$ cat src/rtl/cipher_tx_pkg.sv
// Shared types and constants for the RC4 ciphertext serial framer.
// Optional parity bit is compiled in with CIPHER_TX_PARITY_EN.
package cipher_tx_pkg;

  typedef enum logic [2:0] {
    IDLE   = 3'd0,
    START  = 3'd1,
    DATA   = 3'd2,
    PARITY = 3'd3,
    STOP   = 3'd4
  } tx_state_t;

  // Line levels: the channel rests high, a frame opens with a low start bit.
  localparam logic LINE_IDLE  = 1'b1;
  localparam logic LINE_START = 1'b0;

`ifdef CIPHER_TX_PARITY_EN
  localparam int PARITY_BITS = 1;
`else
  localparam int PARITY_BITS = 0;
`endif

  // Line bits per frame for the default 7-bit character.
  localparam int N_DEFAULT  = 7;
  localparam int FRAME_BITS = N_DEFAULT + 2 + PARITY_BITS;

  // Line bits per frame for an arbitrary character width.
  function automatic int frame_bits(input int n);
    return n + 2 + PARITY_BITS;
  endfunction

endpackage

$ cat src/rtl/cipher_fifo.sv
// Small synchronous FIFO buffering ciphertext characters ahead of the line.
// Head word is presented combinationally so the framer can load it on the pop edge.
module cipher_fifo
  import cipher_tx_pkg::*;
#(
  parameter int W     = 7,
  parameter int DEPTH = 8,
  localparam int AW   = (DEPTH > 1) ? $clog2(DEPTH) : 1,
  localparam int CW   = $clog2(DEPTH) + 1
) (
  input  logic          clk,
  input  logic          rst,
  input  logic          push,
  input  logic [W-1:0]  wdata,
  input  logic          pop,
  output logic [W-1:0]  rdata,
  output logic [CW-1:0] count,
  output logic [CW-1:0] count_next,
  output logic          full,
  output logic          empty
);

  logic [W-1:0]  mem [DEPTH];
  logic [AW-1:0] wr_ptr_reg;
  logic [AW-1:0] rd_ptr_reg;
  logic [CW-1:0] count_reg;
  logic          push_ok;
  logic          pop_ok;

  // A push while full is dropped; a pop while empty is ignored.
  assign full       = (count_reg == CW'(DEPTH));
  assign empty      = (count_reg == '0);
  assign push_ok    = push && !full;
  assign pop_ok     = pop && !empty;
  assign count_next = count_reg + CW'(push_ok) - CW'(pop_ok);
  assign count      = count_reg;
  assign rdata      = mem[rd_ptr_reg];

  // Storage: written on accepted pushes only, never reset.
  always_ff @(posedge clk) begin
    if (push_ok) begin
      mem[wr_ptr_reg] <= wdata;
    end
  end

  // Pointers wrap naturally; occupancy tracks accepted pushes and pops.
  always_ff @(posedge clk or negedge rst) begin
    if (!rst) begin
      wr_ptr_reg <= '0;
      rd_ptr_reg <= '0;
      count_reg  <= '0;
    end else begin
      if (push_ok) begin
        wr_ptr_reg <= wr_ptr_reg + AW'(1);
      end
      if (pop_ok) begin
        rd_ptr_reg <= rd_ptr_reg + AW'(1);
      end
      count_reg <= count_next;
    end
  end

endmodule

$ cat src/rtl/cipher_tx_framer.sv
// Serial framer for RC4 ciphertext: FIFO-buffered characters are sent as
// start bit, N data bits LSB first, optional even parity, stop bit, with each
// line bit held for BIT_CYCLES clocks. Parity is enabled by CIPHER_TX_PARITY_EN.
module cipher_tx_framer
  import cipher_tx_pkg::*;
#(
  parameter int N          = 7,
  parameter int DEPTH      = 8,
  parameter int BIT_CYCLES = 4,
  localparam int CW        = $clog2(DEPTH) + 1
) (
  input  logic          clk,
  input  logic          rst,
  input  logic [N-1:0]  data_in,
  input  logic          in_valid,
  output logic          in_ready,
  output logic          tx_bit,
  output logic          tx_busy,
  output logic [CW-1:0] fifo_count,
  output logic          overflow
);

  localparam int TW = (BIT_CYCLES > 1) ? $clog2(BIT_CYCLES) : 1;
  localparam int IW = (N > 1) ? $clog2(N) : 1;

`ifdef CIPHER_TX_PARITY_EN
  localparam tx_state_t AFTER_DATA = PARITY;
`else
  localparam tx_state_t AFTER_DATA = STOP;
`endif

  tx_state_t     state_reg;
  tx_state_t     state_next;
  logic [TW-1:0] timer_reg;
  logic [IW-1:0] bit_idx_reg;
  logic [N-1:0]  sh_reg;
  logic          tx_bit_reg;
  logic          tx_bit_next;
  logic          in_ready_reg;
  logic          overflow_reg;
  logic          pop;
  logic          timer_tc;
  logic          last_bit;

  logic [N-1:0]  fifo_rdata;
  logic [CW-1:0] fifo_count_next;
  logic          fifo_full;
  logic          fifo_empty;

`ifdef CIPHER_TX_PARITY_EN
  logic          par_reg;
`endif

  cipher_fifo #(
    .W     (N),
    .DEPTH (DEPTH)
  ) u_fifo (
    .clk        (clk),
    .rst        (rst),
    .push       (in_valid),
    .wdata      (data_in),
    .pop        (pop),
    .rdata      (fifo_rdata),
    .count      (fifo_count),
    .count_next (fifo_count_next),
    .full       (fifo_full),
    .empty      (fifo_empty)
  );

  assign timer_tc = (timer_reg == TW'(BIT_CYCLES - 1));
  assign last_bit = (bit_idx_reg == IW'(N - 1));

  // FSM state register.
  always_ff @(posedge clk or negedge rst) begin
    if (!rst) begin
      state_reg <= IDLE;
    end else begin
      state_reg <= state_next;
    end
  end

  // Next-state logic: every non-idle state advances on the bit-timer terminal count.
  always_comb begin
    state_next = state_reg;
    case (state_reg)
      IDLE:   if (!fifo_empty) state_next = START;
      START:  if (timer_tc) state_next = DATA;
      DATA:   if (timer_tc && last_bit) state_next = AFTER_DATA;
`ifdef CIPHER_TX_PARITY_EN
      PARITY: if (timer_tc) state_next = STOP;
`endif
      STOP:   if (timer_tc) state_next = fifo_empty ? IDLE : START;
      default: state_next = IDLE;
    endcase
  end

  // Output logic: line level for the current state and FIFO pop requests.
  // A pop at the end of STOP chains frames with no idle gap.
  always_comb begin
    pop         = 1'b0;
    tx_bit_next = LINE_IDLE;
    case (state_reg)
      IDLE: begin
        tx_bit_next = LINE_IDLE;
        pop         = !fifo_empty;
      end
      START:  tx_bit_next = LINE_START;
      DATA:   tx_bit_next = sh_reg[0];
`ifdef CIPHER_TX_PARITY_EN
      PARITY: tx_bit_next = par_reg;
`endif
      STOP: begin
        tx_bit_next = LINE_IDLE;
        pop         = timer_tc && !fifo_empty;
      end
      default: tx_bit_next = LINE_IDLE;
    endcase
  end

  assign tx_busy = (state_reg != IDLE);

  // Datapath: bit timer, data bit index, shift register and registered line.
  always_ff @(posedge clk or negedge rst) begin
    if (!rst) begin
      timer_reg   <= '0;
      bit_idx_reg <= '0;
      sh_reg      <= '0;
      tx_bit_reg  <= LINE_IDLE;
    end else begin
      tx_bit_reg <= tx_bit_next;
      if (state_reg == IDLE || timer_tc) begin
        timer_reg <= '0;
      end else begin
        timer_reg <= timer_reg + TW'(1);
      end
      if (pop) begin
        sh_reg <= fifo_rdata;
      end else if (state_reg == DATA && timer_tc) begin
        sh_reg <= sh_reg >> 1;
      end
      if (state_reg != DATA) begin
        bit_idx_reg <= '0;
      end else if (timer_tc) begin
        bit_idx_reg <= last_bit ? '0 : bit_idx_reg + IW'(1);
      end
    end
  end

`ifdef CIPHER_TX_PARITY_EN
  // Even parity of the character is captured as it leaves the FIFO.
  always_ff @(posedge clk or negedge rst) begin
    if (!rst) begin
      par_reg <= 1'b0;
    end else if (pop) begin
      par_reg <= ^fifo_rdata;
    end
  end
`endif

  // Input handshake and sticky overflow flag.
  always_ff @(posedge clk or negedge rst) begin
    if (!rst) begin
      in_ready_reg <= 1'b1;
      overflow_reg <= 1'b0;
    end else begin
      in_ready_reg <= (fifo_count_next < CW'(DEPTH));
      if (in_valid && fifo_full) begin
        overflow_reg <= 1'b1;
      end
    end
  end

  assign tx_bit   = tx_bit_reg;
  assign in_ready = in_ready_reg;
  assign overflow = overflow_reg;

endmodule

$ cat config.mk
export PLATFORM = sky130hd
export DESIGN_NAME = cipher_tx_framer
export DESIGN_NICKNAME = d
export VERILOG_FILES = /design/src/rtl/cipher_tx_pkg.sv /design/src/rtl/cipher_fifo.sv /design/src/rtl/cipher_tx_framer.sv
export SDC_FILE = /design/constraint.sdc
export NUM_CORES = 1
export LEC_CHECK = 0
export BUFFER_PORTS_ARGS = -buffer_cell sky130_fd_sc_hd__buf_2
export CORE_ASPECT_RATIO = 1.1
export CORE_MARGIN = 5
export CORE_UTILIZATION = 25
export DETAILED_ROUTE_END_ITERATION = 10
export HOLD_SLACK_MARGIN = 0.06
export SLEW_MARGIN = 10
export SYNTH_ARGS = -nofsm -noshare
export SYNTH_HDL_FRONTEND = slang
export SYNTH_SLANG_ARGS = --single-unit
$ cat constraint.sdc
create_clock -name clk -period 3.51 [get_ports clk]
set_input_delay 0.702 -clock clk [delete_from_list [all_inputs] [get_ports clk]]
set_output_delay 0.702 -clock clk [all_outputs]
set_load 0.02 [all_outputs]
==> results by stage <==
Timing:
- The summed negative setup slack over all endpoints is 0 ps.
- The share of the clock period used by the worst path is 0.722.
- The max-slew violation total from the final report is 0.
- Measured against its own limit, the worst slew margin works out to 0.407.
- The clock period minus worst slack is between 2000 and 3000 ps.
- The final setup slack of the worst path is between 900 and 1000 ps.
- The upper clock frequency limit is slightly below 400 MHz.
- Setup repair after global routing left no endpoint under its margin.
- Setup violations remaining at the end of the flow were counted as 0.
- The worst clock skew is between 7 and 8 ps.
- The actual slew at the worst max-slew pin is slightly below 900 ps.
- The number of failing hold endpoints at the final stage is 0.

Worst setup path:
- The type of element capturing the critical path is a flop.
- Data arrives at the worst endpoint at 2750 ps.
- The kind of start point of the critical path is a flop.
- The cell occurring most often along the worst timing path is inv_1.
- The largest fanout of any net on the critical path is 10.
- The critical path class is flop to flop.
- The required time of the worst setup path is 3730 ps.
- The largest individual stage delay along the critical path comes from the cell or3b_1.
- Traced cell by cell, the critical path runs through inv_1, ha_1, or3b_1, nand3_1, buf_4, inv_1, ha_1, inv_1, ha_1, inv_1, fa_1, xnor2_1.
- On the worst path, the slowest cell contributes a delay of between 300 and 400 ps.

CTS:
- The CTS tree is yes.
- The post-CTS setup-driven buffer insertion count is 0.
- At the later pin of the worst-skew pair, clock insertion delay measures approximately 330 ps.
- Counting the buffers created by CTS gives 9.
- The post-CTS resize count is 0.
- Clock tree synthesis selected as its root buffer the cell clkbuf_16.
- The clock sink count is 84.
- The cts-stage hold buffer count is 0.
- Clock-pin slew was measured on the worst setup and hold paths at roughly 60 ps.
- The H-tree was split into 3 levels.
- The buffer depth of the longest clock path is 2.

Status:
- The run finished with clean final reports.

Synth:
- The distinct cell type count of the synthesized netlist is 37.
- The number of warnings issued by yosys is 0.
- The number of nets in the synthesized netlist is 230.
- The post-synth design cell area is 0.00356 mm^2.
- Synthesis produced 210 cells.
- Synthesis inferred 84 register bits.
- After synthesis, the mean cell area works out to 17.0 um^2.
- The part of the Yosys area used for sequential elements is 0.669.

Placement:
- Timing analysis after detailed placement gives a worst setup slack of 970 ps.
- Summed over all nets, the half-perimeter wirelength after detailed placement is 3920 um.
- The number of buffers added on ports is 17.
- Routability-driven placement finished with a final weighted congestion of 0.688.

Pwr:
- IR analysis of the VDD net gives a maximum drop of 0.220 mV.
- The cell leakage power is 1.54 nW.
- Power spread over the standard cell area amounts to 843 mW/mm^2.

Floorplan:
- The starting density of the core is 0.256.
- The number of top-level pins is 18.
- The area of the placeable core is roughly 0.014 mm^2.
- The die covers around 0.017 mm^2.
- In this run the core area contains 45 standard-cell rows.
- The horizontal die dimension is 124 um.
- The overall die height is approximately 140 um.

Drt:
- For this run, the detailed router's first-pass iteration total came to 4.
- The first-iteration detailed-routing DRC count is 94.
- Once detail routing completed, the nets flagged for antenna violations numbered 0.
- The routed design has roughly 5800 um of wire.
- After detailed routing, the number of vias per cell comes to a little over 4.
- The total DRC errors in the routed layout is 0.
- The via count of the routed design is 1765.
- After detailed routing, the average wire length per cell comes to 13.7 um.

GRT:
- The total congestion overflow is 0.
- The initial antenna violation count is 0.
- The first global-routing pass estimated 9520 um of wire.
- The number of global-route vias before repair is between 1.5k and 2k.
- In the global route stage, overall resource usage came out at 0.0774.
- Entering global routing, the biggest net connects 29 pins.

Layout:
- After filler insertion, the fill cell instance count of the layout stands at between 1k and 1.5k.
- Relative to the synthesized area, the layout overhead comes to 16.9%.
- The repair_antennas step left the layout with diodes totalling 0.
- The register with the most flip-flops in the layout has between 50 and 60 of them.
- The library cells used most frequently in the layout, excluding fill and tap cells, are 56 x edfxtp_1, 26 x dfrtp_1, 21 x mux2i_1.
- The net count of the finished layout is between 200 and 300.
- The most common cell after layout, fill and taps aside is edfxtp_1.
- The share of post-route cells with drive strength above 1 is 0.223.

Run:
- The tool flagged a number of max-cap violations equal to 0.

Hold path:
- The type of the most critical hold path is primary input to async pin.
[cells in the mapped netlist]
| cell | number | area [um^2] |
|---|---|---|
| edfxtp_1 | 56 | 1680 |
| dfrtp_1 | 26 | 651 |
| mux2i_1 | 21 | 210 |
| inv_1 | 11 | 41.3 |
| mux4_2 | 10 | 225 |
| ha_1 | 9 | 113 |
| nor2_1 | 9 | 33.8 |
| a21oi_1 | 6 | 30.0 |
| xnor2_1 | 6 | 52.6 |
| nand2_1 | 5 | 18.8 |
| nand2b_1 | 5 | 31.3 |
| mux4_1 | 4 | 105 |
| nand3b_1 | 4 | 30.0 |
| nor3_1 | 4 | 20.0 |
| buf_2 | 3 | 15.0 |
| nand3_1 | 3 | 15.0 |
| buf_6 | 2 | 22.5 |
| clkbuf_1 | 2 | 7.51 |
| dfstp_2 | 2 | 52.6 |
| mux2_2 | 2 | 22.5 |
| nand4b_1 | 2 | 17.5 |
| nor3b_1 | 2 | 15.0 |
| or3b_2 | 2 | 17.5 |
| a21o_1 | 1 | 7.51 |
| a41o_1 | 1 | 10.0 |
| buf_12 | 1 | 20.0 |
| buf_4 | 1 | 7.51 |
| fa_1 | 1 | 20.0 |
| nand4_1 | 1 | 6.26 |
| nor2b_1 | 1 | 6.26 |
| nor4bb_1 | 1 | 10.0 |
| o211a_1 | 1 | 10.0 |
| o21ai_0 | 1 | 5.00 |
| o21bai_1 | 1 | 7.51 |
| o22a_1 | 1 | 8.76 |
| or3b_1 | 1 | 8.76 |
| xor2_1 | 1 | 8.76 |
[through the flow]
step,cell area (um^2),hold slack (ps),std cells,power (W),util
floorplan,3560,406,210,0.00233,-
global placement,3840,426,410,0.00254,0.276
detailed placement,3840,444,410,0.00256,0.276
CTS,4170,401,426,0.00357,0.300
global route,4170,440,426,0.00373,0.300
finish,4170,398,426,0.00351,0.300
[cell type report]
type	instances	area, um^2	share of cell area
Tap cell	188	235	0.0565
Multi-Input combinational cell	106	1070	0.256
Inverter	11	41.3	0.00991
Sequential cell	84	2380	0.572
Clock inverter	7	98.8	0.0237
Clock buffer	9	225	0.0541
Timing Repair Buffer	21	115	0.0276
[worst paths after layout]
| kind | start | depth (start not counted) | endpoint | slack (ps) |
|---|---|---|---|---|
| max | u_fifo.count[2] | 12 | u_fifo.count[2] | 970 |
| min | rst | 1 | bit_idx_reg[0] | 400 |
| max reg2reg | u_fifo.count[2] | 12 | u_fifo.count[2] | 970 |
| min reg2reg | timer_reg[0] | 1 | timer_reg[0] | 440 |
| max in group asynchronous | rst | 1 | sh_reg[5] | 2690 |
| min in group clk | timer_reg[0] | 1 | timer_reg[0] | 440 |
[worst max-delay path, delay by kind of cell (launching register included)]
family,cells,cell delay (ps)
xor+xnor,1,140
flops,1,380
buf+inv,5,470
fa+ha+maj,4,930
simple gates,2,490
[where the power goes]
part	internal [W]	switching [W]
Sequential	0.00132	0.000230
Combinational	0.000504	0.000461
Clock	0.000626	0.000373
Total	0.00245	0.00106
[cells by family (layout without fill, tap and decap cells)]
family                     after synthesis  in the layout  share of synthesized area
adders and majority gates               10             10                     0.0372
muxes                                   37             37                      0.158
DFF                                     84             84                      0.669
xor gates and xnor gates                 7              7                     0.0172
AOI/OAI and AO/OA                       12             12                     0.0221
buffers and inverters                   20             48                     0.0319
and+or+nand+nor                         40             40                     0.0646
[routing by layer]
metal | GRT usage | part of all wire | vias to the layer above
met5 | 0 | 0 | -
met3 | 0.0292 | 0.040 | 13
met4 | 0.0388 | 0.021 | 0
met1 | 0.0929 | 0.44 | 883
li1 | - | - | 845
met2 | 0.121 | 0.50 | 24
No activity file was read; power rests on OpenSTA's default activity.
